## config.mk

```make
export PLATFORM = sky130hd
export DESIGN_NAME = rv_iommu_mem_rd_arbiter
export DESIGN_NICKNAME = d
export VERILOG_FILES = /design/src/rtl/rv_iommu_pkg.sv /design/src/rtl/rv_iommu_grant_fifo.sv /design/src/rtl/rv_iommu_mem_rd_arbiter.sv
export SDC_FILE = /design/constraint.sdc
export NUM_CORES = 1
export LEC_CHECK = 0
export ABC_AREA = 1
export CAP_MARGIN = 15
export CORE_AREA = 2 2 185 187
export DETAILED_ROUTE_END_ITERATION = 8
export DIE_AREA = 0 0 187 189
export GPL_ROUTABILITY_DRIVEN = 1
export PLACE_DENSITY = 0.67
export SLEW_MARGIN = 20
export SYNTH_ARGS = -nofsm -noshare
export SYNTH_HDL_FRONTEND = slang
export SYNTH_SLANG_ARGS = --single-unit
```

## constraint.sdc

```tcl
create_clock -name clk_i -period 6.6 [get_ports clk_i]
set_input_delay 1.32 -clock clk_i [delete_from_list [all_inputs] [get_ports clk_i]]
set_output_delay 1.32 -clock clk_i [all_outputs]
set_load 0.02 [all_outputs]
```

## src/rtl/rv_iommu_pkg.sv

```systemverilog
// Shared walker indices and arbiter state encoding for the IOMMU data-structure read path.
package rv_iommu_pkg;

  localparam int unsigned RD_DDT = 0;
  localparam int unsigned RD_PDT = 1;
  localparam int unsigned RD_PTW = 2;
  localparam int unsigned RD_MSI = 3;

  typedef enum logic [0:0] {
    IDLE  = 1'b0,
    ISSUE = 1'b1
  } arb_state_e;

endpackage

```

## src/rtl/rv_iommu_grant_fifo.sv

```systemverilog
// In-order record of which walker owns each queued/in-flight read; head names the next R beat's owner.
module rv_iommu_grant_fifo #(
  parameter int unsigned DEPTH = 4,
  parameter int unsigned WIDTH = 2,
  localparam int unsigned CNT_W = $clog2(DEPTH) + 1
) (
  input  logic             clk_i,
  input  logic             rst_i,
  input  logic             push_i,
  input  logic [WIDTH-1:0] din_i,
  input  logic             pop_i,
  output logic [WIDTH-1:0] dout_o,
  output logic             full_o,
  output logic             empty_o,
  output logic [CNT_W-1:0] count_o
);

  localparam int unsigned PTR_W = $clog2(DEPTH);

  logic [WIDTH-1:0] mem_q [DEPTH];
  logic [PTR_W-1:0] wr_ptr_q, wr_ptr_d;
  logic [PTR_W-1:0] rd_ptr_q, rd_ptr_d;
  logic [CNT_W-1:0] count_q, count_d;
  logic             do_push, do_pop;

  assign full_o  = (count_q == CNT_W'(DEPTH));
  assign empty_o = (count_q == '0);
  assign do_push = push_i & ~full_o;
  assign do_pop  = pop_i & ~empty_o;

  always_comb begin
    wr_ptr_d = wr_ptr_q;
    rd_ptr_d = rd_ptr_q;
    count_d  = count_q;
    if (do_push) wr_ptr_d = wr_ptr_q + PTR_W'(1);
    if (do_pop)  rd_ptr_d = rd_ptr_q + PTR_W'(1);
    case ({do_push, do_pop})
      2'b10:   count_d = count_q + CNT_W'(1);
      2'b01:   count_d = count_q - CNT_W'(1);
      default: count_d = count_q;
    endcase
  end

  always_ff @(posedge clk_i or posedge rst_i) begin
    if (rst_i) begin
      wr_ptr_q <= '0;
      rd_ptr_q <= '0;
      count_q  <= '0;
    end else begin
      wr_ptr_q <= wr_ptr_d;
      rd_ptr_q <= rd_ptr_d;
      count_q  <= count_d;
    end
  end

  // Storage needs no reset: entries are only read while count says they are valid.
  always_ff @(posedge clk_i) begin
    if (do_push) mem_q[wr_ptr_q] <= din_i;
  end

  assign dout_o  = mem_q[rd_ptr_q];
  assign count_o = count_q;

endmodule

```

## src/rtl/rv_iommu_mem_rd_arbiter.sv

```systemverilog
// Serialises walker reads onto the single-ID ds AR channel and steers in-order R beats back to their owner.
// Define RV_IOMMU_ARB_FIXED_PRIO_EN for fixed priority (walker 0 highest) instead of round-robin.
module rv_iommu_mem_rd_arbiter
  import rv_iommu_pkg::*;
#(
  parameter int unsigned N_REQ      = 4,
  parameter int unsigned ADDR_WIDTH = 64,
  parameter int unsigned DATA_WIDTH = 64,
  parameter int unsigned MAX_OUTST  = 4
) (
  input  logic                        clk_i,
  input  logic                        rst_i,
  input  logic [N_REQ-1:0]            req_valid_i,
  input  logic [N_REQ*ADDR_WIDTH-1:0] req_addr_i,
  output logic [N_REQ-1:0]            req_ready_o,
  output logic [N_REQ-1:0]            rsp_valid_o,
  output logic [DATA_WIDTH-1:0]       rsp_data_o,
  output logic                        rsp_err_o,
  output logic                        mem_ar_valid_o,
  output logic [ADDR_WIDTH-1:0]       mem_ar_addr_o,
  input  logic                        mem_ar_ready_i,
  input  logic                        mem_r_valid_i,
  input  logic [DATA_WIDTH-1:0]       mem_r_data_i,
  input  logic                        mem_r_err_i,
  output logic                        mem_r_ready_o,
  output logic                        stray_o,
  output logic                        busy_o
);

  localparam int unsigned IDX_W = $clog2(N_REQ);
  localparam int unsigned CNT_W = $clog2(MAX_OUTST) + 1;

  logic [ADDR_WIDTH-1:0] req_addr [N_REQ];

  genvar gi;
  generate
    for (gi = 0; gi < N_REQ; gi++) begin : g_addr
      assign req_addr[gi] = req_addr_i[gi*ADDR_WIDTH +: ADDR_WIDTH];
    end
  endgenerate

  arb_state_e            state_q, state_d;
  logic [ADDR_WIDTH-1:0] addr_q, addr_d;
  logic [N_REQ-1:0]      rsp_valid_q, rsp_valid_d;
  logic [DATA_WIDTH-1:0] rsp_data_q, rsp_data_d;
  logic                  rsp_err_q, rsp_err_d;
  logic                  stray_q, stray_d;

  logic [IDX_W-1:0]      win;
  logic                  win_found;
  logic                  ar_fire;
  logic                  accept;
  logic                  fifo_full, fifo_empty, fifo_pop;
  logic [IDX_W-1:0]      fifo_head;
  logic [CNT_W-1:0]      fifo_count;

  assign win_found = |req_valid_i;

`ifdef RV_IOMMU_ARB_FIXED_PRIO_EN
  always_comb begin
    win = '0;
    for (int i = int'(N_REQ) - 1; i >= 0; i--) begin
      if (req_valid_i[i]) win = IDX_W'(i);
    end
  end
`else
  logic [IDX_W-1:0] rr_q, rr_d;
  logic [IDX_W-1:0] cand;

  // Walk from farthest to nearest so the candidate just after the pointer wins last.
  always_comb begin
    win  = '0;
    cand = '0;
    for (int k = int'(N_REQ); k >= 1; k--) begin
      cand = IDX_W'((int'(rr_q) + k) % int'(N_REQ));
      if (req_valid_i[cand]) win = cand;
    end
  end

  assign rr_d = accept ? win : rr_q;

  always_ff @(posedge clk_i or posedge rst_i) begin
    if (rst_i) rr_q <= IDX_W'(N_REQ - 1);
    else       rr_q <= rr_d;
  end
`endif

  // Full is judged on the pre-pop count, so a same-cycle R beat never frees a slot early.
  assign ar_fire = (state_q == ISSUE) & mem_ar_ready_i;
  assign accept  = win_found & ~fifo_full & ((state_q == IDLE) | ar_fire);

  always_comb begin
    state_d = state_q;
    addr_d  = addr_q;
    if (accept) begin
      state_d = ISSUE;
      addr_d  = req_addr[win];
    end else if (ar_fire) begin
      state_d = IDLE;
    end
  end

  always_comb begin
    req_ready_o = '0;
    if (accept) req_ready_o[win] = 1'b1;
  end

  assign fifo_pop = mem_r_valid_i & ~fifo_empty;

  always_comb begin
    rsp_valid_d = '0;
    if (fifo_pop) rsp_valid_d[fifo_head] = 1'b1;
    rsp_data_d = fifo_pop ? mem_r_data_i : rsp_data_q;
    rsp_err_d  = fifo_pop ? mem_r_err_i  : rsp_err_q;
    stray_d    = mem_r_valid_i & fifo_empty;
  end

  always_ff @(posedge clk_i or posedge rst_i) begin
    if (rst_i) begin
      state_q     <= IDLE;
      addr_q      <= '0;
      rsp_valid_q <= '0;
      rsp_data_q  <= '0;
      rsp_err_q   <= 1'b0;
      stray_q     <= 1'b0;
    end else begin
      state_q     <= state_d;
      addr_q      <= addr_d;
      rsp_valid_q <= rsp_valid_d;
      rsp_data_q  <= rsp_data_d;
      rsp_err_q   <= rsp_err_d;
      stray_q     <= stray_d;
    end
  end

  rv_iommu_grant_fifo #(
    .DEPTH (MAX_OUTST),
    .WIDTH (IDX_W)
  ) u_grant_fifo (
    .clk_i   (clk_i),
    .rst_i   (rst_i),
    .push_i  (accept),
    .din_i   (win),
    .pop_i   (fifo_pop),
    .dout_o  (fifo_head),
    .full_o  (fifo_full),
    .empty_o (fifo_empty),
    .count_o (fifo_count)
  );

  assign mem_ar_valid_o = (state_q == ISSUE);
  assign mem_ar_addr_o  = addr_q;
  assign mem_r_ready_o  = 1'b1;
  assign rsp_valid_o    = rsp_valid_q;
  assign rsp_data_o     = rsp_data_q;
  assign rsp_err_o      = rsp_err_q;
  assign stray_o        = stray_q;
  assign busy_o         = (state_q == ISSUE) | (fifo_count != '0);

endmodule

```

=== After elaboration in Yosys (flattened, before gate mapping) ===
Memory sizes are Yosys's and may differ from the RTL's.
Index checks and enable logic that the tools add are counted.

* Memory bits (writable): 8
* ROM bits: 0
* Word-level logic and storage cells: 77
* Memories kept: 1
* Bits in latches: 0
* Flip-flop bits (word level): 144

{| class="wikitable"
|+ Memory list
! memory !! words !! bits a word !! read ports !! clocked after Yosys merged registers in !! wr ports !! line !! source
|-
| u_grant_fifo.mem_q || 4 || 2 || 1 || 0 || 1 || rv_iommu_grant_fifo.sv:20 || <nowiki>logic [WIDTH-1:0] mem_q [DEPTH];</nowiki>
|}

* Add/sub/neg operators: 8
* Reductions and logical operators: 7
* $lt $le $gt $ge: 9
* Multiply operators: 0
* Equality and inequality tests: 3
* Div/mod/pow operators: 0
* Mux-type cells: 26
* Shifts and indexed selects: 0
* Bitwise operators: 13

{| class="wikitable"
|+ Operators with widths
! operator !! count
|-
| binary-select mux 64 bit (select 2 bit) || 1
|-
| two-way mux 64 bit || 2
|-
| less-than comparator 2 x 3 -> 1 bit, second input constant || 6
|-
| two-way mux 1 bit || 10
|-
| adder 2 x 1 -> 2 bit, second input constant || 4
|-
| binary-select mux 1 bit (select 2 bit) || 4
|-
| two-way mux 2 bit || 4
|-
| two-way mux 4 bit || 2
|-
| AND 1 bit || 7
|-
| one-hot mux 3 bit (2 select lines) || 1
|-
| adder 2 bit, second input constant || 2
|-
| demux 1 bit (select 2 bit) || 2
|-
| >= comparator 2 x 1 -> 1 bit, second input constant || 2
|-
| nonzero test 2 bit || 2
|-
| OR reduction 4 bit || 1
|-
| adder 3 x 1 -> 3 bit, second input constant || 1
|-
| equality test 3 bit, second input constant || 1
|-
| >= comparator 3 bit, second input constant || 1
|-
| zero test 3 bit || 1
|-
| NOT 1 bit || 3
|-
| NOT 2 -> 3 bit || 1
|-
| nonzero test 3 bit || 1
|-
| subtractor 3 x 1 -> 3 bit, second input constant || 1
|-
| equality test 2 x 1 -> 1 bit, second input constant || 1
|-
| other kinds (3) || 5
|}

=== Logic depth before layout (Yosys ltp) ===
Gate-level depths: netlist of the first run.

* Depth after elaboration: 12
* Depth in mapped cells: 18
* Mapped depth without buffers: 15

=== Modules after synthesis ===
A second synthesis of the first run with hierarchy kept.

* Cells, all modules: 1408
* Area, all modules: 9054.9 um^2

{| class="wikitable"
|+ Modules (own cells, without submodules)
! module !! area an instance (um^2) !! times used !! sequential area each (um^2) !! cells an instance
|-
| rv_iommu_mem_rd_arbiter || 8266.7 || 1 || 3430.8 || 1323
|-
| rv_iommu_grant_fifo || 788.3 || 1 || 415.4 || 85
|}

=== Least setup slack after synthesis of the first run ===
No wires, ideal clock.

* Path kind: input to output
* Start point: input port req_valid_i[1]
* End point: output port req_ready_o[0]
* Data required time: 5.280 ns
* Buffers on the path: 2
* Stages: 10
* Arrival time: 2.684 ns
* Slack: 2.596 ns
* Path through: inv_1 -> o21ai_1 -> nand2_1 -> nand2_1 -> nand2_1 -> nand3_2 -> nand2_4 -> buf_8 -> buf_4 -> nor3_1

* Longest elaborated chain between the ends: 11
* Elaborated cells on any way between the ends: 21
* Classes of those cells: order compare: 2; mux: 15; bitwise: 2; reduce/logical: 2

{| class="wikitable"
|+ RTL lines
! element !! line !! source
|-
| start: declaration || rv_iommu_mem_rd_arbiter.sv:13 || <nowiki>input logic [N_REQ-1:0] req_valid_i,</nowiki>
|-
| binary-select mux 1 bit (select 2 bit) || rv_iommu_mem_rd_arbiter.sv:76 || <nowiki>if (req_valid_i[cand]) win = cand;</nowiki>
|-
| two-way mux 1 bit (implied by the code) || rv_iommu_mem_rd_arbiter.sv:76 ||
|-
| two-way mux 2 bit (3 in a row) || rv_iommu_mem_rd_arbiter.sv:76 ||
|-
| two-way mux 2 bit * || rv_iommu_mem_rd_arbiter.sv:76 ||
|-
| named net u_grant_fifo.din_i[0] || rv_iommu_grant_fifo.sv:10 || <nowiki>input logic [WIDTH-1:0] din_i,</nowiki>
|-
| less-than comparator 2 x 3 -> 1 bit (implied by the code) or >= comparator 2 x 1 -> 1 bit (tied branches) || rv_iommu_mem_rd_arbiter.sv:105 || <nowiki>if (accept) req_ready_o[win] = 1'b1;</nowiki>
|-
| logical AND 1 bit (implied by the code) || rv_iommu_mem_rd_arbiter.sv:105 ||
|-
| two-way mux 1 bit (implied by the code) || rv_iommu_mem_rd_arbiter.sv:105 ||
|-
| demux 1 bit (select 2 bit) * || rv_iommu_mem_rd_arbiter.sv:105 ||
|-
| two-way mux 4 bit * || rv_iommu_mem_rd_arbiter.sv:105 ||
|-
| end: declaration || rv_iommu_mem_rd_arbiter.sv:15 || <nowiki>output logic [N_REQ-1:0] req_ready_o,</nowiki>
|}

Mark *: on every way through the listed nets, which the timed path passes. The rest lies on a longest branch. The select of a mux whose other input is x is not followed.

=== Final worst setup path of the first run ===
* Start point: input port req_valid_i[1]
* End point: output port req_ready_o[1]

* Longest elaborated chain between the ends: 11
* Elaborated cells on any way between the ends: 21
* Classes of those cells: order compare: 2; mux: 15; bitwise: 2; reduce/logical: 2

{| class="wikitable"
|+ RTL lines
! element !! line
|-
| binary-select mux 1 bit (select 2 bit) || rv_iommu_mem_rd_arbiter.sv:76
|-
| two-way mux 1 bit (implied by the code) || rv_iommu_mem_rd_arbiter.sv:76
|-
| two-way mux 2 bit (4 in a row) || rv_iommu_mem_rd_arbiter.sv:76
|-
| less-than comparator 2 x 3 -> 1 bit (implied by the code) or >= comparator 2 x 1 -> 1 bit (tied branches) || rv_iommu_mem_rd_arbiter.sv:105
|-
| logical AND 1 bit (implied by the code) || rv_iommu_mem_rd_arbiter.sv:105
|-
| two-way mux 1 bit (implied by the code) || rv_iommu_mem_rd_arbiter.sv:105
|-
| demux 1 bit (select 2 bit) || rv_iommu_mem_rd_arbiter.sv:105
|-
| two-way mux 4 bit * || rv_iommu_mem_rd_arbiter.sv:105
|}

Every way passes the cells marked *; elsewhere a longest branch is shown, timed or not. The select of a mux whose other input is x is not followed.

==> results of run 1 <==
==> sequential cells by signal, indices dropped and copies added (netlist names) <==
name / cells
mem_ar_addr_o: 64
rsp_data_o: 64
u_grant_fifo.mem_q: 8
rsp_valid_o: 4
u_grant_fifo.count_o: 3
rr_q: 2
u_grant_fifo.rd_ptr_q: 2
u_grant_fifo.wr_ptr_q: 2
mem_ar_valid_o: 1
rsp_err_o: 1
stray_o: 1
==> cell families (layout without fill, tap and decap cells) <==
kind of cell	after synthesis	in the layout	share of synthesized area
adder cells (fa/ha/maj)	6	6	0.009490
AO/OA/AOI/OAI	12	12	0.007333
buffers and inverters	115	539	0.06628
XOR/XNOR	4	4	0.004027
flip-flops	152	152	0.4420
other	1	6	0.0004309
AND/OR/NAND/NOR	1037	1037	0.4705
==> path summary, 6_finish.rpt <==
kind / start / to / slack [ns] / cells after the start
setup / recovery: req_valid_i[1] / req_ready_o[1] / 1.51 / 12
hold reg to reg: rsp_data_o[12] / rsp_data_o[12] / 0.47 / 2
setup reg to reg: rr_q[0] / mem_ar_addr_o[53] / 3.32 / 16
min in group asynchronous: rst_i / mem_ar_addr_o[43] / 1.43 / 2
max in group asynchronous: rst_i / mem_ar_valid_o / 3.84 / 3
hold / removal: rsp_data_o[12] / rsp_data_o[12] / 0.47 / 2
==> layout make-up <==
cell class                 count  area, sq um
fill                        3358        19040
timing repair buffer         479         4767
multi-input combinational   1060         4314
sequential                   152         3846
tap                          448        560.5
clock buffer                  18        439.2
clock inverter                14        186.4
inverter                      28        113.9
antenna                        5        12.51
==> layout by cell type (no fill, tap or decap), types with 3 or more instances in the layout <==
cell,instances
clkdlybuf4s50_1,468
dfrtp_1,142
nor3_1,3
nand2_1,878
inv_6,4
diode_2,5
inv_2,3
clkinv_4,4
clkbuf_16,17
clkinv_8,3
edfxtp_1,8
buf_4,11
ha_1,5
nand3_1,134
nand2_4,3
inv_1,22
o21ai_0,5
nor2_1,13
a21oi_1,4
==> through the flow <==
step	hold WS [ns]	cell area, sq um	setup WS, ns	std cells
CTS	0.4742	14230	1.502	2199
finish	0.4714	14240	1.512	2204
detailed placement	0.4579	13600	1.506	2167
global route	0.4935	14240	1.332	2204
global placement	0.4526	13600	1.511	2167
floorplan	0.4525	8702	1.417	1327
==> worst max-delay path: stages <==
cell	delay (ns)
clkdlybuf4s50_1	0.46
inv_1	0.07
o21ai_1	0.19
nand2_1	0.10
nand2_1	0.07
nand2_1	0.11
nand2_2	0.10
nand2_4	0.05
nand2_4	0.44
nand2_1	0.11
nor2_1	0.11
clkdlybuf4s50_1	0.62
==> per-layer routing <==
layer  vias up  wire, um  track usage
met2       417     18340       0.3607
met4         4       981      0.08028
met1      4592     14830       0.2452
met3        47      2845      0.05598
met5         -        20            0
li1       4888         -            -
==> power groups by stage <==
stage	clock network, mW	registers, mW	logic, mW
3_3_place_gp	0	1.62	4.94
5_1_grt	1.11	1.67	5.53
3_5_place_dp	0	1.63	4.99
2_1_floorplan	0	2.01	2.90
4_1_cts	1.07	1.62	5.00
6_report	1.05	1.62	4.93
==> impl_results.html, run 1 <==
<table>
<tr><th>Metric</th><th>Value</th></tr>
<tr><th colspan="2">Setup path</th></tr>
<tr><td>Nature of the critical path startpoint</td><td>input pin</td></tr>
<tr><td>Crit path capture type</td><td>output port</td></tr>
<tr><td>Setup CP Type</td><td>in2out</td></tr>
<tr><td>CP arrival</td><td>3.77 ns</td></tr>
<tr><td>Worst endpoint required time</td><td>5.28 ns</td></tr>
<tr><td>Crit-path max FO</td><td>56</td></tr>
<tr><th colspan="2">Drt</th></tr>
<tr><td>Routed len/inst</td><td>16.79 um</td></tr>
<tr><td>Sum of routed wire length over all layers</td><td>37,010 um</td></tr>
<tr><td>Total iterations of the first detailed-routing run</td><td>6</td></tr>
<tr><td>DRC violations left</td><td>0</td></tr>
<tr><td>Detail-routed via count per cell</td><td>4.514</td></tr>
<tr><td>Number of vias after detailed routing</td><td>9,948</td></tr>
<tr><td>Initial DRC count</td><td>448</td></tr>
<tr><td>Count of nets left with antenna violations after detail routing</td><td>0</td></tr>
<tr><th colspan="2">Timing</th></tr>
<tr><td>Slew at the pin closest to its max-slew limit</td><td>0.9741 ns</td></tr>
<tr><td>Number of pins with negative max-slew slack in the final report</td><td>0</td></tr>
<tr><td>Minimum clock period after layout</td><td>5.088 ns</td></tr>
<tr><td>Max Fclk</td><td>196.5 MHz</td></tr>
<tr><td>Unrepaired setup endpoints after global routing</td><td>false</td></tr>
<tr><td>Clock tree skew after final layout</td><td>0.01611 ns</td></tr>
<tr><td>Setup TNS</td><td>0 ns</td></tr>
<tr><td>Max-slew headroom at the worst pin</td><td>0.3506</td></tr>
<tr><td>Period utilisation layout</td><td>0.7709</td></tr>
<tr><td>Number of failing setup endpoints in the final timing report</td><td>0</td></tr>
<tr><td>Number of failing hold endpoints at the final stage</td><td>0</td></tr>
<tr><th colspan="2">Clocking</th></tr>
<tr><td>Clock latency of the later-clocked register in the worst-skew pair</td><td>0.44 ns</td></tr>
<tr><td>Number of buffers between clock root and the deepest sink</td><td>2</td></tr>
<tr><td>Number of buffers added by the clock tree synthesis step</td><td>17</td></tr>
<tr><td>Number of buffers added to fix hold violations after cts</td><td>0</td></tr>
<tr><td>Resized cells post-CTS</td><td>0</td></tr>
<tr><td>CTS tree</td><td>yes</td></tr>
<tr><td>CTS sink cnt</td><td>152</td></tr>
<tr><td>Clock transition at the registers of the reported paths</td><td>0.06 ns</td></tr>
<tr><td>Number of H-tree levels</td><td>4</td></tr>
<tr><td>Post-CTS setup repair buffer count</td><td>0</td></tr>
<tr><td>Master cell of the clock root buffer</td><td>clkbuf_16</td></tr>
<tr><th colspan="2">Yosys</th></tr>
<tr><td>EDFF count, synth</td><td>8</td></tr>
<tr><td>Number of register bits inferred by synthesis</td><td>152</td></tr>
<tr><td>Fraction of the yosys area taken by sequential cells</td><td>0.4420</td></tr>
<tr><td>Number of nets produced by synthesis</td><td>1,662</td></tr>
<tr><td>Most common cell in the netlist</td><td>nand2_1</td></tr>
<tr><td>Area share of the largest cell type after synthesis</td><td>0.4083</td></tr>
<tr><td>FFs w/ async S/R, synth</td><td>0.9474</td></tr>
<tr><td>Post-synth design cell area</td><td>0.008702 sq mm</td></tr>
<tr><td>Most used flip-flop cell after synthesis</td><td>dfrtp_1</td></tr>
<tr><td>Average footprint of a synthesized cell</td><td>6.558 sq um</td></tr>
<tr><td>Count of distinct cell types in the synthesized netlist</td><td>30</td></tr>
<tr><td>Most area-hungry cell type in the Yosys netlist</td><td>dfrtp_1</td></tr>
<tr><td>Yosys warning count</td><td>0</td></tr>
<tr><td>Number of standard cells after synthesis</td><td>1,327</td></tr>
<tr><td>Cell types with the highest counts after synthesis</td><td>879 x nand2_1, 142 x dfrtp_1, 135 x nand3_1</td></tr>
<tr><td>Synth area leaders</td><td>dfrtp_1 41%, nand2_1 38%, nand3_1 7.8%</td></tr>
<tr><th colspan="2">Power</th></tr>
<tr><td>Fraction of power consumed by combinational cells</td><td>0.649</td></tr>
<tr><td>Leakage power figure</td><td>7.175 nW</td></tr>
<tr><td>Clock power frac</td><td>0.138</td></tr>
<tr><td>Power dissipated by switching net loads</td><td>3.872 mW</td></tr>
<tr><td>P_int</td><td>3.720 mW</td></tr>
<tr><td>Final total power</td><td>7.592 mW</td></tr>
<tr><td>Peak ir drop on the vdd network</td><td>441.3 uV</td></tr>
<tr><td>Sequential share of power</td><td>0.213</td></tr>
<tr><td>Fraction of power spent switching nets</td><td>0.5100</td></tr>
<tr><td>Power density of the placed cells</td><td>533.2 mW/mm^2</td></tr>
<tr><th colspan="2">Global routing</th></tr>
<tr><td>Wire length of the first global-routing pass</td><td>56,600 um</td></tr>
<tr><td>Maximum number of pins on one net before global-route repair</td><td>89</td></tr>
<tr><td>Number of antenna violations at the first check in global routing</td><td>8</td></tr>
<tr><td>Via count of the first global-routing pass</td><td>9,833</td></tr>
<tr><td>Global Route Usage Sum</td><td>0.2079</td></tr>
<tr><td>Total global routing overflow</td><td>0</td></tr>
<tr><th colspan="2">Layout</th></tr>
<tr><td>Post-layout net count</td><td>2,073</td></tr>
<tr><td>Ratio of cells with drive above 1 in the final layout</td><td>0.03312</td></tr>
<tr><td>Finished Core Util</td><td>0.4279</td></tr>
<tr><td>Area growth, synth to finish</td><td>63.64%</td></tr>
<tr><th colspan="2">Flow run</th></tr>
<tr><td>Count of max-cap constraint violations</td><td>0</td></tr>
<tr><th colspan="2">Place</th></tr>
<tr><td>GP Congestion</td><td>0.8740</td></tr>
<tr><td>Number of buffers inserted by port buffering</td><td>468</td></tr>
<tr><td>DPL Wire Length</td><td>27,370 um</td></tr>
<tr><th colspan="2">Floorplanning</th></tr>
<tr><td>Die height</td><td>189 um</td></tr>
<tr><td>Floorplan core area</td><td>0.03328 sq mm</td></tr>
<tr><td>Die area</td><td>0.03534 sq mm</td></tr>
<tr><td>Starting density of the core</td><td>0.2615</td></tr>
<tr><td>Die boundary width</td><td>187 um</td></tr>
<tr><td>Row cnt</td><td>67</td></tr>
<tr><td>I/O pin count</td><td>470</td></tr>
<tr><th colspan="2">Min path</th></tr>
<tr><td>Type of the tightest min-delay check</td><td>reg2reg</td></tr>
<tr><th colspan="2">Outcome</th></tr>
<tr><td>Status</td><td>complete, no violations</td></tr>
</table>
No activity file was read; power rests on OpenSTA's default activity.
==> run 2: changes to the inputs <==
Settings changed: CORE_AREA 2 2 185 187 to 2 2 184 186, DIE_AREA 0 0 187 189 to 0 0 186 188, PLACE_DENSITY 0.67 to 0.69.
Clock period 6.6 ns to 4.5 ns, I/O delays scaled along.
==> run 2 against run 1 <==
  * Via count down 0.50%
  * Global-route usage down 0.71 points
  * Final cell count unchanged
  * Count of clock-buffer cells in the layout up 1
  * Sequential share of layout area about the same
  * Largest power group unchanged
==> impl_results.html, run 2 (same netlist as run 1, synthesis figures left out) <==
<table>
<tr><th>Metric</th><th>Value</th></tr>
<tr><th colspan="2">Clocking</th></tr>
<tr><td>Number of H-tree levels</td><td>4</td></tr>
<tr><td>Number of buffers added to fix hold violations after cts</td><td>0</td></tr>
<tr><td>CTS sink cnt</td><td>152</td></tr>
<tr><td>Clock latency of the later-clocked register in the worst-skew pair</td><td>0.43 ns</td></tr>
<tr><td>Post-CTS setup repair buffer count</td><td>0</td></tr>
<tr><td>Resized cells post-CTS</td><td>0</td></tr>
<tr><td>CTS tree</td><td>yes</td></tr>
<tr><td>Master cell of the clock root buffer</td><td>clkbuf_16</td></tr>
<tr><td>Number of buffers between clock root and the deepest sink</td><td>2</td></tr>
<tr><td>Number of buffers added by the clock tree synthesis step</td><td>17</td></tr>
<tr><td>Clock transition at the registers of the reported paths</td><td>0.07 ns</td></tr>
<tr><th colspan="2">Min path</th></tr>
<tr><td>Startpoint of the lowest-slack hold path</td><td>rsp_data_o[5]</td></tr>
<tr><td>Endpoint with the worst hold slack</td><td>rsp_data_o[5]</td></tr>
<tr><td>Cells on Worst Hold Path</td><td>2</td></tr>
<tr><td>Type of the tightest min-delay check</td><td>reg2reg</td></tr>
<tr><th colspan="2">Timing</th></tr>
<tr><td>Slew at the pin closest to its max-slew limit</td><td>0.9438 ns</td></tr>
<tr><td>Number of pins with negative max-slew slack in the final report</td><td>0</td></tr>
<tr><td>Minimum clock period after layout</td><td>4.063 ns</td></tr>
<tr><td>Max Fclk</td><td>246.1 MHz</td></tr>
<tr><td>Max-slew headroom at the worst pin</td><td>0.3708</td></tr>
<tr><td>Number of failing hold endpoints at the final stage</td><td>0</td></tr>
<tr><td>Period utilisation layout</td><td>0.9029</td></tr>
<tr><td>Setup TNS</td><td>0 ns</td></tr>
<tr><td>Number of failing setup endpoints in the final timing report</td><td>0</td></tr>
<tr><td>Clock tree skew after final layout</td><td>0.01119 ns</td></tr>
<tr><td>Unrepaired setup endpoints after global routing</td><td>false</td></tr>
<tr><th colspan="2">Power</th></tr>
<tr><td>Peak ir drop on the vdd network</td><td>498.0 uV</td></tr>
<tr><td>Fraction of power spent switching nets</td><td>0.5120</td></tr>
<tr><td>Clock power frac</td><td>0.126</td></tr>
<tr><td>Sequential share of power</td><td>0.214</td></tr>
<tr><td>Power dissipated by switching net loads</td><td>5.642 mW</td></tr>
<tr><td>Power density of the placed cells</td><td>774.7 mW/mm^2</td></tr>
<tr><td>Leakage power figure</td><td>7.163 nW</td></tr>
<tr><td>P_int</td><td>5.377 mW</td></tr>
<tr><td>Fraction of power consumed by combinational cells</td><td>0.659</td></tr>
<tr><th colspan="2">Setup path</th></tr>
<tr><td>Crit-path max FO</td><td>21</td></tr>
<tr><td>CP arrival</td><td>3.16 ns</td></tr>
<tr><td>Reg-to-reg setup timing slack</td><td>1.68 ns</td></tr>
<tr><td>Max stage delay on crit path</td><td>0.64 ns</td></tr>
<tr><td>Nature of the critical path startpoint</td><td>input pin</td></tr>
<tr><td>Master of the slowest instance on the critical path</td><td>clkdlybuf4s50_1</td></tr>
<tr><td>Setup CP Type</td><td>in2out</td></tr>
<tr><td>Worst endpoint required time</td><td>3.60 ns</td></tr>
<tr><td>Crit path capture type</td><td>output port</td></tr>
<tr><td>Most frequent cell on the critical path</td><td>nand2_1</td></tr>
<tr><td>Start of the worst register-to-register path</td><td>rr_q[0]</td></tr>
<tr><td>Crit Reg-Reg Endpoint</td><td>mem_ar_addr_o[24]</td></tr>
<tr><td>Worst reg-to-reg path cell count</td><td>15</td></tr>
<tr><td>Cells along the critical path</td><td>clkdlybuf4s50_1 -&gt; inv_1 -&gt; nand2_1 -&gt; nand3_1 -&gt; nand2_1 -&gt; inv_1 -&gt; nand2_1 -&gt; nand2_2 -&gt; nand2_4 -&gt; nand2_4 -&gt; nor3_1 -&gt; clkdlybuf4s50_1</td></tr>
<tr><th colspan="2">Floorplanning</th></tr>
<tr><td>Floorplan core area</td><td>0.03311 sq mm</td></tr>
<tr><td>I/O pin count</td><td>470</td></tr>
<tr><td>Starting density of the core</td><td>0.2628</td></tr>
<tr><td>Die height</td><td>188 um</td></tr>
<tr><td>Die boundary width</td><td>186 um</td></tr>
<tr><td>Row cnt</td><td>67</td></tr>
<tr><td>Die area</td><td>0.03497 sq mm</td></tr>
<tr><th colspan="2">Place</th></tr>
<tr><td>GP Congestion</td><td>0.8864</td></tr>
<tr><td>DPL Wire Length</td><td>26,240 um</td></tr>
<tr><td>Number of buffers inserted by port buffering</td><td>468</td></tr>
<tr><td>DP Cell Count</td><td>2,166</td></tr>
<tr><th colspan="2">Layout</th></tr>
<tr><td>Leading cell type in the layout, fill and taps excluded</td><td>nand2_1</td></tr>
<tr><td>Layout fillers</td><td>3,333</td></tr>
<tr><td>Fin cells</td><td>2,204</td></tr>
<tr><td>Commonest non-fill, non-tap cells in the layout</td><td>878 x nand2_1, 468 x clkdlybuf4s50_1, 142 x dfrtp_1</td></tr>
<tr><td>Post-layout net count</td><td>2,072</td></tr>
<tr><td>Area growth, synth to finish</td><td>63.44%</td></tr>
<tr><td>Ratio of cells with drive above 1 in the final layout</td><td>0.03200</td></tr>
<tr><th colspan="2">Global routing</th></tr>
<tr><td>Wire length of the first global-routing pass</td><td>53,730 um</td></tr>
<tr><td>Number of antenna violations at the first check in global routing</td><td>5</td></tr>
<tr><td>Via count of the first global-routing pass</td><td>9,784</td></tr>
<tr><td>Total global routing overflow</td><td>0</td></tr>
<tr><td>Global Route Usage Sum</td><td>0.2008</td></tr>
<tr><td>Met3 demand-to-capacity share in global routing</td><td>0.06331</td></tr>
<tr><td>Met2 Track Usage GR</td><td>0.3524</td></tr>
<tr><td>Maximum number of pins on one net before global-route repair</td><td>128</td></tr>
<tr><td>Global Route met1 Usage</td><td>0.2232</td></tr>
<tr><td>Highest-utilization routing layer at the global route stage</td><td>met2</td></tr>
<tr><th colspan="2">Drt</th></tr>
<tr><td>Initial DRC count</td><td>504</td></tr>
<tr><td>Routed len/inst</td><td>16.36 um</td></tr>
<tr><td>Sum of routed wire length over all layers</td><td>36,060 um</td></tr>
<tr><td>Count of nets left with antenna violations after detail routing</td><td>0</td></tr>
<tr><td>Detail-routed via count per cell</td><td>4.491</td></tr>
<tr><td>Total iterations of the first detailed-routing run</td><td>5</td></tr>
<tr><td>Number of vias after detailed routing</td><td>9,898</td></tr>
<tr><td>DRC violations left</td><td>0</td></tr>
<tr><th colspan="2">Flow run</th></tr>
<tr><td>Count of max-cap constraint violations</td><td>0</td></tr>
<tr><th colspan="2">Outcome</th></tr>
<tr><td>Status</td><td>complete, no violations</td></tr>
</table>
==> run 2: cell count changes in the layout (fill, tap and decap cells not counted), sizes merged <==
| cell | change |
|---|---|
| inv | +2 |
| buf | -1 |
| clkinv | -2 |
| diode | +1 |
| bufinv | -2 |
| clkbuf | +1 |
| clkinvlp | +1 |
==> run 2: per-layer routing <==
layer / vias to the layer above / part of all wire
li1: 4897 / -
met1: 4543 / 0.39
met2: 412 / 0.50
met3: 46 / 0.089
met4: 0 / 0.025
met5: - / 0
==> run 2: final cells by class <==
type / count / area [sq um] / area share
antenna: 6 / 15.01 / 0.001056
clock buffer: 19 / 442.9 / 0.03114
clock inverter: 13 / 108.9 / 0.007654
inverter: 28 / 112.6 / 0.007918
multi-input combinational: 1060 / 4314 / 0.3033
sequential: 152 / 3846 / 0.2704
tap: 448 / 560.5 / 0.03941
timing repair buffer: 478 / 4822 / 0.3391
==> run 2: how the worst max path moves through the flow <==
stage                   startpoint        endpoint  slack (ns)
floorplan           req_valid_i[1]  req_ready_o[0]        1.34
global placement    req_valid_i[3]  req_ready_o[2]        0.50
detailed placement  req_valid_i[3]  req_ready_o[2]        0.47
CTS                 req_valid_i[2]  req_ready_o[2]        0.45
global route        req_valid_i[2]  req_ready_o[2]        0.26
finish              req_valid_i[2]  req_ready_o[2]        0.44
==> run 2: critical path, delay by kind of cell <==
kind,cells,cell delay (ns)
and+or+nand+nor,8,1.01
buffers and inverters,4,1.24
==> run 2: power by group through the flow <==
stage	combinational, mW	sequential (mW)	clock (mW)
after detailed placement	7.36	2.37	0
after global routing	8.15	2.43	1.50
after floorplan	4.26	2.95	0
final	7.26	2.36	1.39
after CTS	7.38	2.36	1.44
after global placement	7.24	2.36	0
==> run 2: metrics by stage <==
stage               worst slack [ns]  hold WS, ns  power, mW  area [sq um]    util
CTS                           0.4484       0.4745      11.19         14210  0.4290
global placement              0.5027       0.4524      9.599         13650  0.4124
floorplan                      1.336       0.4525      7.211          8706       -
finish                        0.4368       0.4698      11.02         14220  0.4295
detailed placement            0.4675       0.4578      9.735         13650  0.4124
global route                  0.2592       0.4886      12.08         14220  0.4294
